--- src/rtl/sha256_stream_driver.sv ---
// Byte-stream front end for the serial SHA-256 core: buffers 64-byte blocks, inserts padding and
// the bit length, frames each block for the core and assembles the 64-nibble digest.
module sha256_stream_driver #(
  parameter int unsigned LEN_W = 32
) (
  input  logic         clk,
  input  logic         reset,
  input  logic [7:0]   s_data,
  input  logic         s_valid,
  input  logic         s_last,
  output logic         s_ready,
  output logic [7:0]   sha_data,
  output logic         sha_write_enable,
  output logic         sha_first_block,
  output logic         sha_last_block,
  input  logic         sha_busy,
  input  logic [3:0]   sha_digest,
  input  logic         sha_output_enable,
  output logic [255:0] m_digest,
  output logic         m_digest_valid,
  input  logic         m_digest_ready
);

  typedef enum logic [2:0] {StFill, StWait, StLaunch, StSend, StCollect, StHold} state_e;
  state_e state_q, state_d;

  logic [7:0]       buf_q [64];
  logic [6:0]       idx_q, r_q;
  logic [LEN_W-1:0] byte_cnt_q;
  logic             ended_q, pad80_done_q, first_pending_q, extra_pending_q;
  logic [5:0]       k_q, nib_q;
  logic [1:0]       guard_q;
  logic [255:0]     digest_q;
  logic             armed_q;

  logic        accept, last_in, final_blk, guard_clear, pad80_hit;
  logic [63:0] bit_len, len_shift;
  logic [7:0]  send_byte;

  assign accept      = s_valid && s_ready;
  assign last_in     = accept && (s_last || idx_q == 7'd63);
  // An appended length-only block runs with r=0 and ended=1, so it classifies as final too.
  assign final_blk   = ended_q && (r_q <= 7'd55);
  assign guard_clear = (guard_q == 2'd0);
  assign pad80_hit   = ({1'b0, k_q} == r_q) && ended_q && !pad80_done_q;
  assign bit_len     = 64'({byte_cnt_q, 3'b000});
  assign len_shift   = bit_len << {k_q[2:0], 3'b000};
  assign m_digest    = digest_q;

  always_comb begin
    send_byte = 8'h00;
    if ({1'b0, k_q} < r_q) begin
      send_byte = buf_q[k_q];
    end else if (pad80_hit) begin
      send_byte = 8'h80;
    end else if (final_blk && k_q >= 6'd56) begin
      send_byte = len_shift[63:56];
    end
  end

  always_ff @(posedge clk or posedge reset) begin
    if (reset) begin
      state_q <= StFill;
    end else begin
      state_q <= state_d;
    end
  end

  always_comb begin
    state_d = state_q;
    case (state_q)
      StFill: begin
        if (last_in) state_d = (!sha_busy && guard_clear) ? StLaunch : StWait;
      end
      StWait:   if (!sha_busy && guard_clear) state_d = StLaunch;
      StLaunch: state_d = StSend;
      StSend: begin
        if (k_q == 6'd63) begin
          if (final_blk)            state_d = StCollect;
          else if (extra_pending_q) state_d = StWait;
          else                      state_d = StFill;
        end
      end
      StCollect: if (sha_output_enable && nib_q == 6'd63) state_d = StHold;
      StHold:    if (m_digest_ready) state_d = StFill;
      default:   state_d = StFill;
    endcase
  end

  always_comb begin
    s_ready          = 1'b0;
    sha_data         = 8'h00;
    sha_write_enable = 1'b0;
    sha_first_block  = 1'b0;
    sha_last_block   = 1'b0;
    m_digest_valid   = 1'b0;
    case (state_q)
      StFill:   s_ready = armed_q;
      StLaunch: sha_first_block = first_pending_q;
      StSend: begin
        sha_write_enable = 1'b1;
        sha_data         = send_byte;
        if (k_q == 6'd0) begin
          sha_first_block = first_pending_q;
          sha_last_block  = final_blk;
        end
      end
      StHold:  m_digest_valid = 1'b1;
      default: ;
    endcase
  end

  always_ff @(posedge clk) begin
    if (accept) buf_q[idx_q[5:0]] <= s_data;
  end

  always_ff @(posedge clk or posedge reset) begin
    if (reset) begin
      idx_q           <= '0;
      r_q             <= '0;
      byte_cnt_q      <= '0;
      ended_q         <= 1'b0;
      pad80_done_q    <= 1'b0;
      first_pending_q <= 1'b1;
      extra_pending_q <= 1'b0;
      k_q             <= '0;
      nib_q           <= '0;
      guard_q         <= '0;
      digest_q        <= '0;
      armed_q         <= 1'b0;
    end else begin
      armed_q <= 1'b1;
      if (!guard_clear) guard_q <= guard_q - 2'd1;
      case (state_q)
        StFill: begin
          if (accept) begin
            idx_q      <= idx_q + 7'd1;
            byte_cnt_q <= byte_cnt_q + LEN_W'(1);
          end
          if (last_in) begin
            r_q             <= idx_q + 7'd1;
            ended_q         <= s_last;
            extra_pending_q <= s_last && (idx_q >= 7'd55);
          end
        end
        StSend: begin
          k_q <= k_q + 6'd1;
          if (pad80_hit) pad80_done_q <= 1'b1;
          if (k_q == 6'd63) begin
            first_pending_q <= 1'b0;
            guard_q         <= 2'd2;
            if (final_blk) begin
              nib_q <= '0;
            end else if (extra_pending_q) begin
              r_q             <= '0;
              extra_pending_q <= 1'b0;
            end else begin
              idx_q <= '0;
            end
          end
        end
        StCollect: begin
          if (sha_output_enable) begin
            digest_q <= {digest_q[251:0], sha_digest};
            nib_q    <= nib_q + 6'd1;
          end
        end
        StHold: begin
          if (m_digest_ready) begin
            idx_q           <= '0;
            r_q             <= '0;
            byte_cnt_q      <= '0;
            ended_q         <= 1'b0;
            pad80_done_q    <= 1'b0;
            extra_pending_q <= 1'b0;
            first_pending_q <= 1'b1;
          end
        end
        default: ;
      endcase
    end
  end

endmodule

--- config.mk ---
export PLATFORM = sky130hd
export DESIGN_NAME = sha256_stream_driver
export DESIGN_NICKNAME = d
export VERILOG_FILES = /design/src/rtl/sha256_stream_driver.sv
export SDC_FILE = /design/constraint.sdc
export NUM_CORES = 1
export LEC_CHECK = 0
export ABC_AREA = 1
export CORE_MARGIN = 2
export CORE_UTILIZATION = 63
export CTS_BUF_LIST = sky130_fd_sc_hd__clkbuf_8
export CTS_CLUSTER_SIZE = 30
export DETAILED_ROUTE_END_ITERATION = 10
export MAX_ROUTING_LAYER = met4
export PLACE_DENSITY = 0.89
export SYNTH_ARGS = -nofsm -noshare
export SYNTH_HDL_FRONTEND = slang
export SYNTH_SLANG_ARGS = --single-unit
--- constraint.sdc ---
create_clock -name clk -period 16.22 [get_ports clk]
set_input_delay 1.622 -clock clk [delete_from_list [all_inputs] [get_ports clk]]
set_output_delay 1.622 -clock clk [all_outputs]
set_load 0.01 [all_outputs]
==> flow_summary.yaml <==
grt:
  first_global_vias: 26100
  grt_pass1_wl_um: 143000
  grtUsageTotal_pct: 33.9
  antenna_found_initial: 3
  grt_max_degree: 259
  gr-total-overflow: 0
floorplanning:
  die_w_um: 239
  core_um2: 54100
  io_pins: 288
  die_y_um: 239
  start_util_pct: 64.1
  die-area_um2: 56900
  placementRows: 85
setup_path:
  startpoint: "k_q[0]$_DFFE_PP0P_"
  cpMaxStageDelayCell: "buf_4"
  cpLargestDelayFamily: "buffers and inverters"
  critPathArrivalTime_ps: 5130
  critPathBufInv: 4
  start_kind: "flip-flop"
  ff2ff_setup_slack_ps: 12490
  path_class: "flip-flop to primary output"
  r2r_end: "m_digest[50]$_DFFE_PP0P_"
  crit_required_ps: 14600
  crit_chain: "inv_8, buf_4, nand2_1, nand3_1, nand3_1, nand3_1, nand2_1, nand2_1, nand2_1, inv_1, nand2_1, a21oi_1, clkdlybuf4s50_1"
  r2r_start: "state_q[0]$_DFFE_PP0P_"
  critPathMostFrequentCell: "nand2_1"
  cp_max_fo: 174
  worst-r2r-cell-count: 8
  crit_path_max_incr_delay_ps: 910
  worst_setup_path_end_kind: "primary output"
timing:
  fin_setup_tns_ps: 0
  timing.final.max_slew_violations: 0
  skew_ps: 32.5
  fmax_mhz: 148
  finalCritPeriodShare_pct: 41.6
  max_slew.worst_pin.slew_ps: 1290
  finalSetupViolations: 0
  fin_crit_ps: 6750
  timing.hold.ws_ps: 463
  hold_viol_final: 0
  grt_setup_unrepaired: "no"
  relSlewSlack_pct: 14.2
cts:
  clock_sinks: 836
  clk_pin_slew_ps: 60
  ctsHoldBuffers: 0
  worstSkewPairLatency_ps: 800
  cts_tree: "yes"
  postCtsResizedCells: 0
  clockRootBuffer: "clkbuf_8"
  cts_buffer_depth: 3
  h-tree-depth: 4
  postCtsSetupBuffers: 0
  cts_made_buffers: 134
yosys:
  synth_top_area_share_pct: 44.3
  synth_area_per_cell_um2: 10.1
  synthCells: 3435
  seq_area_frac_synth_pct: 67.7
  syn_nets: 3465
  synthesis.area_um2: 34700
  ys_seq_elements: 836
  netlist.top_cell.by_area: "edfxtp_1"
  synth_area_leaders: "edfxtp_1, dfrtp_1, nand2_1, nand3_1, nor2_1"
  synth_cell_types: 50
  synth_warnings: 0
placed_design:
  numPortBuffers: 287
  dp_hpwl_um: 54800
  gp_congestion: 0.950
hold_path:
  whs_path_depth: 1
  hp-start: "guard_q[0]$_DFF_PP0_"
  holdPathEnd: "guard_q[0]$_DFF_PP0_"
  hold_path_class: "flip-flop to flip-flop"
detailed_routing:
  ant_nets: 0
  wl_per_cell_um: 20.9
  drt-pass1-iter-count: 6
  vias: 27000
  routed_wl_um: 93900
  drtIter0Drc: 3987
  drc_errors: 0
  routed_via_density: 5.99
layout:
  drive_gt1_share_pct: 6.63
  num-fill-cells: 3299
  layout_common_cells: "nand2_1, nand3_1, edfxtp_1"
  seq_area_um2: 23500
  final_common_cell: "nand2_1"
  areaGrowthSynthToFinish_pct: 16.4
  multiInputGateArea_um2: 10000
  final_nets: 3732
pwr:
  p_clk_share_pct: 28.7
  p_switching_mw: 2.25
  total_power_mw: 6.14
  power_leakage_nw: 17.1
  power_density_nw_per_um2: 152
  internal-power_mw: 3.89
  seq_power_share_pct: 41.9
  vdd_drop_max_mv: 0.130
  comb_power_share_pct: 29.4
  p_sw_share_pct: 36.6
flow_run:
  max_cap_violations: 0
status:
  status: "finished clean"
## state kept, by name (all words and copies together) (netlist names)
register / flops
first_pending_q: 1
guard_q: 2
r_q: 7
idx_q: 7
buf_q: 512
k_q: 6
pad80_done_q: 1
extra_pending_q: 1
armed_q: 1
byte_cnt_q: 32
nib_q: 6
ended_q: 1
state_q: 3
m_digest: 256
## kinds of logic after synthesis
group / count (synthesis) / synth area share (%)
DFF: 836 / 67.7
adders and majority gates: 11 / 0.397
and+or+nand+nor: 2172 / 26.2
AOI/OAI and AO/OA: 134 / 2.10
buffers and inverters: 275 / 3.48
xor gates and xnor gates: 6 / 0.152
other: 1 / 0.0108
## power groups by stage
stage,Clock (mW),Combinational [mW],Sequential (mW)
2_1_floorplan,0,1.16,2.58
3_3_place_gp,0,1.69,2.60
3_5_place_dp,0,1.75,2.61
4_1_cts,1.77,1.76,2.57
5_1_grt,1.87,1.95,2.59
6_report,1.76,1.81,2.57
## how the worst max path moves through the flow
stage                              endpoint  depth (start not counted)
final                           sha_data[0]                         13
after global routing            sha_data[0]                         13
after CTS                       sha_data[0]                         13
after detailed placement        sha_data[0]                         13
after global placement          sha_data[3]                         13
after floorplan           armed_q$_DFF_PP0_                          1
## stage by stage
| step | instance area [um^2] | worst slack, ps | utilization, % | instances |
|---|---|---|---|---|
| 4_1_cts | 40300 | 9550 | 74.5 | 4498 |
| 3_5_place_dp | 37800 | 10420 | 69.8 | 4262 |
| 2_1_floorplan | 34700 | 5630 | - | 3435 |
| 3_3_place_gp | 37800 | 10550 | 69.8 | 4262 |
| 5_1_grt | 40400 | 9210 | 74.5 | 4501 |
| 6_report | 40400 | 9470 | 74.5 | 4501 |
## worst reg2reg max path, cell delays in order, from the launching register on
cell     delay, ps
dfrtp_1        430
nor2_2          80
nand2_1        200
nor2_4          60
buf_12         310
inv_6         1050
buf_4         1090
nand2_1        290
nand2_1        170
## final cells by class
type,count,area share [%]
flip-flops and latches,836,58.2
multi-input cells,2324,24.8
repair buffers,306,7.44
clock buffers,156,5.32
well taps,696,2.16
clock inverters,80,1.08
inverters,100,0.989
diodes,3,0.0186
## synth_stat cells (all sizes together)
cell,count
a211oi,3
a21boi,1
a21o,1
a21oi,47
a2bb2oi,1
a31oi,1
a41oi,1
and2,1
and3,1
buf,133
clkbuf,42
clkinv,5
conb,1
dfrtp,323
dfstp,1
edfxtp,512
ha,11
inv,95
nand2,1459
nand3,514
nand4,16
nor2,151
nor3,26
nor3b,2
nor4,2
o211ai,1
o21a,3
o21ai,69
o21bai,1
o22ai,4
o31ai,1
xor2,6
## routing by layer
layer	GRT usage (%)	share of wire, %
met5	-	0
met4	20.3	6.5
met3	8.23	11
met2	50.1	47
met1	43.0	36
Power figures use the tool's default switching activity.
